**config.mk**
```make
export PLATFORM = sky130hd
export DESIGN_NAME = fp32_align_stage
export DESIGN_NICKNAME = d
export VERILOG_FILES = /design/src/rtl/fp32_align_stage.sv
export SDC_FILE = /design/constraint.sdc
export NUM_CORES = 1
export LEC_CHECK = 0
export CAP_MARGIN = 25
export CORE_MARGIN = 10
export CORE_UTILIZATION = 41
export DETAILED_ROUTE_END_ITERATION = 8
export PLACE_DENSITY = 0.71
export SETUP_SLACK_MARGIN = 0.15
export SLEW_MARGIN = 30
export SYNTH_ARGS = -nofsm -noshare
export SYNTH_HDL_FRONTEND = slang
export SYNTH_SLANG_ARGS = --single-unit
```
**constraint.sdc**
```tcl
create_clock -name clk -period 12.2 [get_ports clk]
set_input_delay 1.83 -clock clk [delete_from_list [all_inputs] [get_ports clk]]
set_output_delay 1.83 -clock clk [all_outputs]
set_load 0.01 [all_outputs]
```
**src/rtl/fp32_align_stage.sv**
```systemverilog
// Two-stage operand-alignment front end for the binary32 adder.
// Stage 1 unpacks both operands, orders them by magnitude, computes the
// exponent difference and classifies NaN/Inf. Stage 2 right-shifts the
// smaller significand with a sticky bit and presents the aligned pair.
// Both stages use a valid/ready handshake with full-throughput back-pressure.

module fp32_align_stage (
  input  logic        clk,
  input  logic        rst,
  input  logic [31:0] input_01,
  input  logic [31:0] input_02,
  input  logic        in_valid,
  output logic        in_ready,
  output logic        out_valid,
  input  logic        out_ready,
  output logic        out_sign_large,
  output logic        out_sign_small,
  output logic        out_eff_sub,
  output logic [7:0]  out_exp,
  output logic [26:0] out_mant_large,
  output logic [26:0] out_mant_small,
  output logic        out_special,
  output logic [31:0] out_special_result
);

  localparam logic [31:0] QNaN      = 32'h7FC0_0000;
  localparam logic [7:0]  ExpMax    = 8'hFF;
  localparam logic [7:0]  ShiftLim  = 8'd27;

  // ---------------------------------------------------------------------------
  // Handshake
  // ---------------------------------------------------------------------------
  logic s1_valid_q, s1_valid_d;
  logic out_valid_q, out_valid_d;
  logic s2_load;
  logic s1_accept;

  assign s2_load   = !out_valid_q || out_ready;
  assign in_ready  = !s1_valid_q || s2_load;
  assign s1_accept = in_valid && in_ready;

  // ---------------------------------------------------------------------------
  // Stage 1 combinational: unpack, order, diff, specials
  // ---------------------------------------------------------------------------
  logic        sign_a, sign_b;
  logic [7:0]  exp_a, exp_b;
  logic [22:0] frac_a, frac_b;
  logic        hid_a, hid_b;
  logic [7:0]  eexp_a, eexp_b;
  logic        nan_a, nan_b, inf_a, inf_b;
  logic        b_is_large;

  logic        s1_sign_l_d, s1_sign_s_d;
  logic        s1_eff_sub_d;
  logic [7:0]  s1_exp_l_d, s1_exp_s_d;
  logic [23:0] s1_man_l_d, s1_man_s_d;
  logic [7:0]  s1_diff_d;
  logic        s1_special_d;
  logic [31:0] s1_special_result_d;

  // Field extraction and per-operand classification.
  always_comb begin
    sign_a = input_01[31];
    sign_b = input_02[31];
    exp_a  = input_01[30:23];
    exp_b  = input_02[30:23];
    frac_a = input_01[22:0];
    frac_b = input_02[22:0];

    // exp==0 is treated as exponent 1 with no hidden bit (denormal/zero).
    hid_a  = (exp_a != 8'd0);
    hid_b  = (exp_b != 8'd0);
    eexp_a = hid_a ? exp_a : 8'd1;
    eexp_b = hid_b ? exp_b : 8'd1;

    nan_a  = (exp_a == ExpMax) && (frac_a != 23'd0);
    nan_b  = (exp_b == ExpMax) && (frac_b != 23'd0);
    inf_a  = (exp_a == ExpMax) && (frac_a == 23'd0);
    inf_b  = (exp_b == ExpMax) && (frac_b == 23'd0);
  end

  // Magnitude ordering; a tie keeps input_01 as the large operand.
  always_comb begin
    b_is_large   = (input_02[30:0] > input_01[30:0]);
    s1_eff_sub_d = sign_a ^ sign_b;

    s1_sign_l_d = sign_a;
    s1_sign_s_d = sign_b;
    s1_exp_l_d  = eexp_a;
    s1_exp_s_d  = eexp_b;
    s1_man_l_d  = {hid_a, frac_a};
    s1_man_s_d  = {hid_b, frac_b};

    if (b_is_large) begin
      s1_sign_l_d = sign_b;
      s1_sign_s_d = sign_a;
      s1_exp_l_d  = eexp_b;
      s1_exp_s_d  = eexp_a;
      s1_man_l_d  = {hid_b, frac_b};
      s1_man_s_d  = {hid_a, frac_a};
    end

    // Never negative because the large operand has the larger exponent.
    s1_diff_d = s1_exp_l_d - s1_exp_s_d;
  end

  // Special classification in priority order: NaN, Inf-Inf, single Inf.
  always_comb begin
    s1_special_d        = 1'b0;
    s1_special_result_d = 32'd0;
    if (nan_a || nan_b) begin
      s1_special_d        = 1'b1;
      s1_special_result_d = QNaN;
    end else if (inf_a && inf_b && s1_eff_sub_d) begin
      s1_special_d        = 1'b1;
      s1_special_result_d = QNaN;
    end else if (inf_a) begin
      s1_special_d        = 1'b1;
      s1_special_result_d = {sign_a, ExpMax, 23'd0};
    end else if (inf_b) begin
      s1_special_d        = 1'b1;
      s1_special_result_d = {sign_b, ExpMax, 23'd0};
    end
  end

  // ---------------------------------------------------------------------------
  // Stage 1 registers
  // ---------------------------------------------------------------------------
  logic        s1_sign_l_q, s1_sign_s_q;
  logic        s1_eff_sub_q;
  logic [7:0]  s1_exp_l_q;
  logic [23:0] s1_man_l_q, s1_man_s_q;
  logic [7:0]  s1_diff_q;
  logic        s1_special_q;
  logic [31:0] s1_special_result_q;

  // Stage 1 occupancy: fill on accept, empty when drained into stage 2.
  always_comb begin
    s1_valid_d = s1_valid_q;
    if (s1_accept) begin
      s1_valid_d = 1'b1;
    end else if (s2_load) begin
      s1_valid_d = 1'b0;
    end
  end

  // Stage 1 state; data captured only on an accepted pair.
  always_ff @(posedge clk) begin
    if (rst) begin
      s1_valid_q          <= 1'b0;
      s1_sign_l_q         <= 1'b0;
      s1_sign_s_q         <= 1'b0;
      s1_eff_sub_q        <= 1'b0;
      s1_exp_l_q          <= 8'd0;
      s1_man_l_q          <= 24'd0;
      s1_man_s_q          <= 24'd0;
      s1_diff_q           <= 8'd0;
      s1_special_q        <= 1'b0;
      s1_special_result_q <= 32'd0;
    end else begin
      s1_valid_q <= s1_valid_d;
      if (s1_accept) begin
        s1_sign_l_q         <= s1_sign_l_d;
        s1_sign_s_q         <= s1_sign_s_d;
        s1_eff_sub_q        <= s1_eff_sub_d;
        s1_exp_l_q          <= s1_exp_l_d;
        s1_man_l_q          <= s1_man_l_d;
        s1_man_s_q          <= s1_man_s_d;
        s1_diff_q           <= s1_diff_d;
        s1_special_q        <= s1_special_d;
        s1_special_result_q <= s1_special_result_d;
      end
    end
  end

  // ---------------------------------------------------------------------------
  // Stage 2 combinational: alignment shift with sticky
  // ---------------------------------------------------------------------------
  logic [26:0] sig_s;
  logic [26:0] shifted;
  logic [26:0] lost_mask;
  logic        sticky;
  logic [26:0] mant_small_d;

  // Shift the smaller significand; anything shifted out folds into bit 0.
  always_comb begin
    sig_s        = {s1_man_s_q, 3'b000};
    shifted      = 27'd0;
    lost_mask    = 27'd0;
    sticky       = 1'b0;
    mant_small_d = 27'd0;
    if (s1_diff_q < ShiftLim) begin
      shifted      = sig_s >> s1_diff_q;
      lost_mask    = ~({27{1'b1}} << s1_diff_q);
      sticky       = |(sig_s & lost_mask);
      mant_small_d = {shifted[26:1], shifted[0] | sticky};
    end else begin
      // Everything is shifted out; only the sticky survives.
      mant_small_d = {26'd0, |sig_s};
    end
  end

  // ---------------------------------------------------------------------------
  // Stage 2 registers (outputs)
  // ---------------------------------------------------------------------------
  logic        out_sign_large_q, out_sign_small_q, out_eff_sub_q;
  logic [7:0]  out_exp_q;
  logic [26:0] out_mant_large_q, out_mant_small_q;
  logic        out_special_q;
  logic [31:0] out_special_result_q;

  // Output valid: reload from stage 1 whenever the output slot is free.
  always_comb begin
    out_valid_d = out_valid_q;
    if (s2_load) begin
      out_valid_d = s1_valid_q;
    end
  end

  // Output fields; held while stalled so they stay stable under back-pressure.
  always_ff @(posedge clk) begin
    if (rst) begin
      out_valid_q          <= 1'b0;
      out_sign_large_q     <= 1'b0;
      out_sign_small_q     <= 1'b0;
      out_eff_sub_q        <= 1'b0;
      out_exp_q            <= 8'd0;
      out_mant_large_q     <= 27'd0;
      out_mant_small_q     <= 27'd0;
      out_special_q        <= 1'b0;
      out_special_result_q <= 32'd0;
    end else begin
      out_valid_q <= out_valid_d;
      if (s2_load && s1_valid_q) begin
        out_sign_large_q     <= s1_sign_l_q;
        out_sign_small_q     <= s1_sign_s_q;
        out_eff_sub_q        <= s1_eff_sub_q;
        out_exp_q            <= s1_exp_l_q;
        out_mant_large_q     <= {s1_man_l_q, 3'b000};
        out_mant_small_q     <= mant_small_d;
        out_special_q        <= s1_special_q;
        out_special_result_q <= s1_special_result_q;
      end
    end
  end

  assign out_valid          = out_valid_q;
  assign out_sign_large     = out_sign_large_q;
  assign out_sign_small     = out_sign_small_q;
  assign out_eff_sub        = out_eff_sub_q;
  assign out_exp            = out_exp_q;
  assign out_mant_large     = out_mant_large_q;
  assign out_mant_small     = out_mant_small_q;
  assign out_special        = out_special_q;
  assign out_special_result = out_special_result_q;

endmodule
```
==> impl_metrics.tcl <==
set metrics [dict create \
    cts_resized 0 \
    design.core.area_mm2 0.0210 \
    clockRootBuffer "clkbuf_16" \
    dieHeight_um 166 \
    grt_pass1_vias 8365 \
    dpl.hpwl_um 21200 \
    max_freq_mhz 155 \
    vias 8805 \
    ant_nets 0 \
    slew_headroom_pct 39.3 \
    yosysSeqAreaShare_pct 31.3 \
    clk_latency_ns 0.43 \
    leakage_nw 3.87 \
    detail_route.wl_per_cell_um 19.8 \
    cp.arrival_ns 6.79 \
    antenna_found_initial 0 \
    syn_area_mm2 0.00875 \
    power.density_mw_per_mm2 132 \
    die_w_um 166 \
    grt_overflow_total 0 \
    cp_max_fo 60 \
    areaGrowthSynthToFinish_pct 22.7 \
    antenna_cells 0 \
    syn_inst 1122 \
    worst_slack_ns 5.73 \
    fin_tns_setup_ns 0 \
    port_buffers 142 \
    peakVddDrop_mv 0.0862 \
    wl_um 29400 \
    drt-pass1-iter-count 5 \
    required_ns 12.52 \
    cts.sinks 137 \
    tritoncts "yes" \
    yosysWarningCount 0 \
    clk_pin_slew_ns 0.07 \
    utilization_pct 51.1 \
    dp_slack_ns 5.33 \
    finalClockSkew_ns 0.00972 \
    drv_slew 0 \
    cap_violations 0 \
    hold_viol_final 0 \
    min_period_ns 6.47 \
    post_cts_buffers 0 \
    cp_common_cell "ha_1" \
    rsz0062_at_grt "false" \
    cts_hold_buf 0 \
    setup_viol 0 \
    syn_avg_cell_area_um2 7.80 \
    layoutNonFillerInstCount 1487 \
    status "finished clean" \
    die_area_mm2 0.0276 \
    slowest_delay_ns 0.65 \
    initialDrtViolationCount 893 \
    place_congestion 0.923 \
    critical_path_class "input pin to register" \
    critPathLaunchType "input pin" \
    rows 53 \
    async_flop_share_pct 0 \
    cts-buffers-inserted 17 \
    tightest_slew_ns 0.903 \
    path_cells "clkdlybuf4s50_1 -> inv_1 -> ha_1 -> a21o_1 -> a2111oi_0 -> o31ai_1 -> or2_1 -> o21ai_4 -> buf_4 -> mux2i_1 -> ha_1 -> fa_1 -> nor2b_1 -> o21ai_0 -> a21boi_0 -> o21a_1 -> or3_1 -> a32o_1" \
    route.detailed.drc 0 \
    totalPowerFinal_mw 1.42 \
    fillers 2042 \
    placed_cells 1455 \
    io_pins 168 \
    yosys_most_used_dff "dfxtp_1" \
    synth_edf_count 0 \
    cpMaxStageDelayCell "buf_4" \
    initial_core_util_pct 41.6 \
    synth.distinct_cells 64 \
    clock_path_buffers 2 \
    min_path_type "register to register" \
    groute.usage.overall_pct 20.3 \
    cts_htree_levels 4 \
    critPathCaptureType "register" \
    avgViaCountPerCell 5.92 \
    grt_start_max_net_pins 115 \
    grt_pass1_wl_um 47000 \
    drive_above_1_share_pct 7.84 \
    synth-seq-cells 137 \
    fin_nets 1306 \
    period_share_pct 53.1 \
]
## flip-flops by register name, indices dropped and copies added (netlist names), 3 cells and up
name / count
s1_man_l_q: 24
s1_special_result_q: 3
out_mant_large: 24
out_mant_small: 27
s1_man_s_q: 24
out_special_result: 3
s1_diff_q: 8
out_exp: 8
s1_exp_l_q: 8
## critical path, delay by kind of cell
kind / cells / cell delay, ns
compound gates: 8 / 2.03
fa+ha+maj: 3 / 0.73
buf+inv: 3 / 1.26
mux: 1 / 0.26
simple gates: 3 / 0.68
## synth_stat cells, drive strengths merged (4+ instances only)
library cell	number	share of area, %
or3	8	0.57
nand4	66	4.7
mux2	23	3.0
dfxtp	137	31
o21a	9	0.77
or2	5	0.36
nor4	18	1.3
a32o	4	0.46
mux4	18	4.6
buf	57	4.3
o31ai	5	0.43
nand3	25	1.4
o211ai	64	5.5
inv	44	1.9
mux2i	22	2.5
ha	38	5.4
o21ai	41	2.5
nand3b	4	0.34
a21oi	69	3.9
nor2	46	2.0
and2	4	0.29
nor2b	4	0.29
nor3	25	1.4
a211oi	6	0.51
a31oi	6	0.43
clkbuf	62	2.7
nand2b	5	0.36
a22oi	20	1.7
nand2	238	10
a2111oi	4	0.40
## logic make-up after synthesis
logic type / after synthesis / share of synthesized area (%)
flip-flops: 137 / 31.3
AND/OR/NAND/NOR: 459 / 24.2
buffers and inverters: 163 / 8.88
adder cells (fa/ha/maj): 39 / 5.66
other: 1 / 0.0429
XOR/XNOR: 2 / 0.200
AO/OA/AOI/OAI: 258 / 19.6
multiplexers: 63 / 10.1
## placed cells by master, fill, tap and decap left out, types with 9 or more instances in the layout
cell and n:
inv_1 42, mux2_2 18, o211ai_1 64, buf_4 10
conb_1 25, o21a_1 9, nor4_1 18, nor2_1 43
dfxtp_1 136, a21oi_1 69, nand3_1 25, mux4_2 18
ha_1 38, a22oi_1 20, mux2i_1 22, nor3_1 25
nand4_1 66, nand2_1 237, clkdlybuf4s50_1 141, o21ai_0 39
clkbuf_16 18
## power breakdown
group | leakage [nW] | switching (mW) | total, mW | internal (mW)
clock network | 0.307 | 0.228 | 0.552 | 0.323
logic | 2.45 | 0.203 | 0.344 | 0.141
registers | 1.12 | 0.0430 | 0.520 | 0.478
total | 3.87 | 0.475 | 1.42 | 0.941
## path summary, 6_finish.rpt
kind | start | endpoint | slack [ns] | depth (start not counted)
setup / recovery | input_01[25] | s1_diff_q[6] | 5.73 | 18
hold / removal | s1_man_l_q[21] | out_mant_large[24] | 0.45 | 2
setup reg to reg | s1_diff_q[2] | out_mant_small[0] | 9.66 | 7
hold reg to reg | s1_man_l_q[21] | out_mant_large[24] | 0.45 | 2
## final cells by class
| type | instances | area (µm²) | area share (%) |
|---|---|---|---|
| inverter | 44 | 165 | 1.54 |
| clock inverter | 14 | 173 | 1.61 |
| timing repair buffer | 153 | 1500 | 14.0 |
| clock buffer | 18 | 450 | 4.20 |
| sequential | 137 | 2750 | 25.6 |
| multi-input combinational | 846 | 5350 | 49.9 |
| tap | 275 | 344 | 3.21 |
## stage by stage
step,instance area [µm²],hold slack [ns]
2_1_floorplan,8840,0.425
3_3_place_gp,10100,0.441
3_5_place_dp,10100,0.446
4_1_cts,10700,0.454
5_1_grt,10700,0.471
6_report,10700,0.446
## metal layers
metal  vias to the layer above  wire [µm]  track usage [%]  part of all wire (%)
li1                       4195          -                -                     -
met1                      4134      13200             28.4                    45
met2                       440      12900             29.9                    44
met3                        36       2890             5.75                   9.8
met4                         0        477             5.43                   1.6
met5                         -          0                0                     0
(Power assumes the default switching activity.)
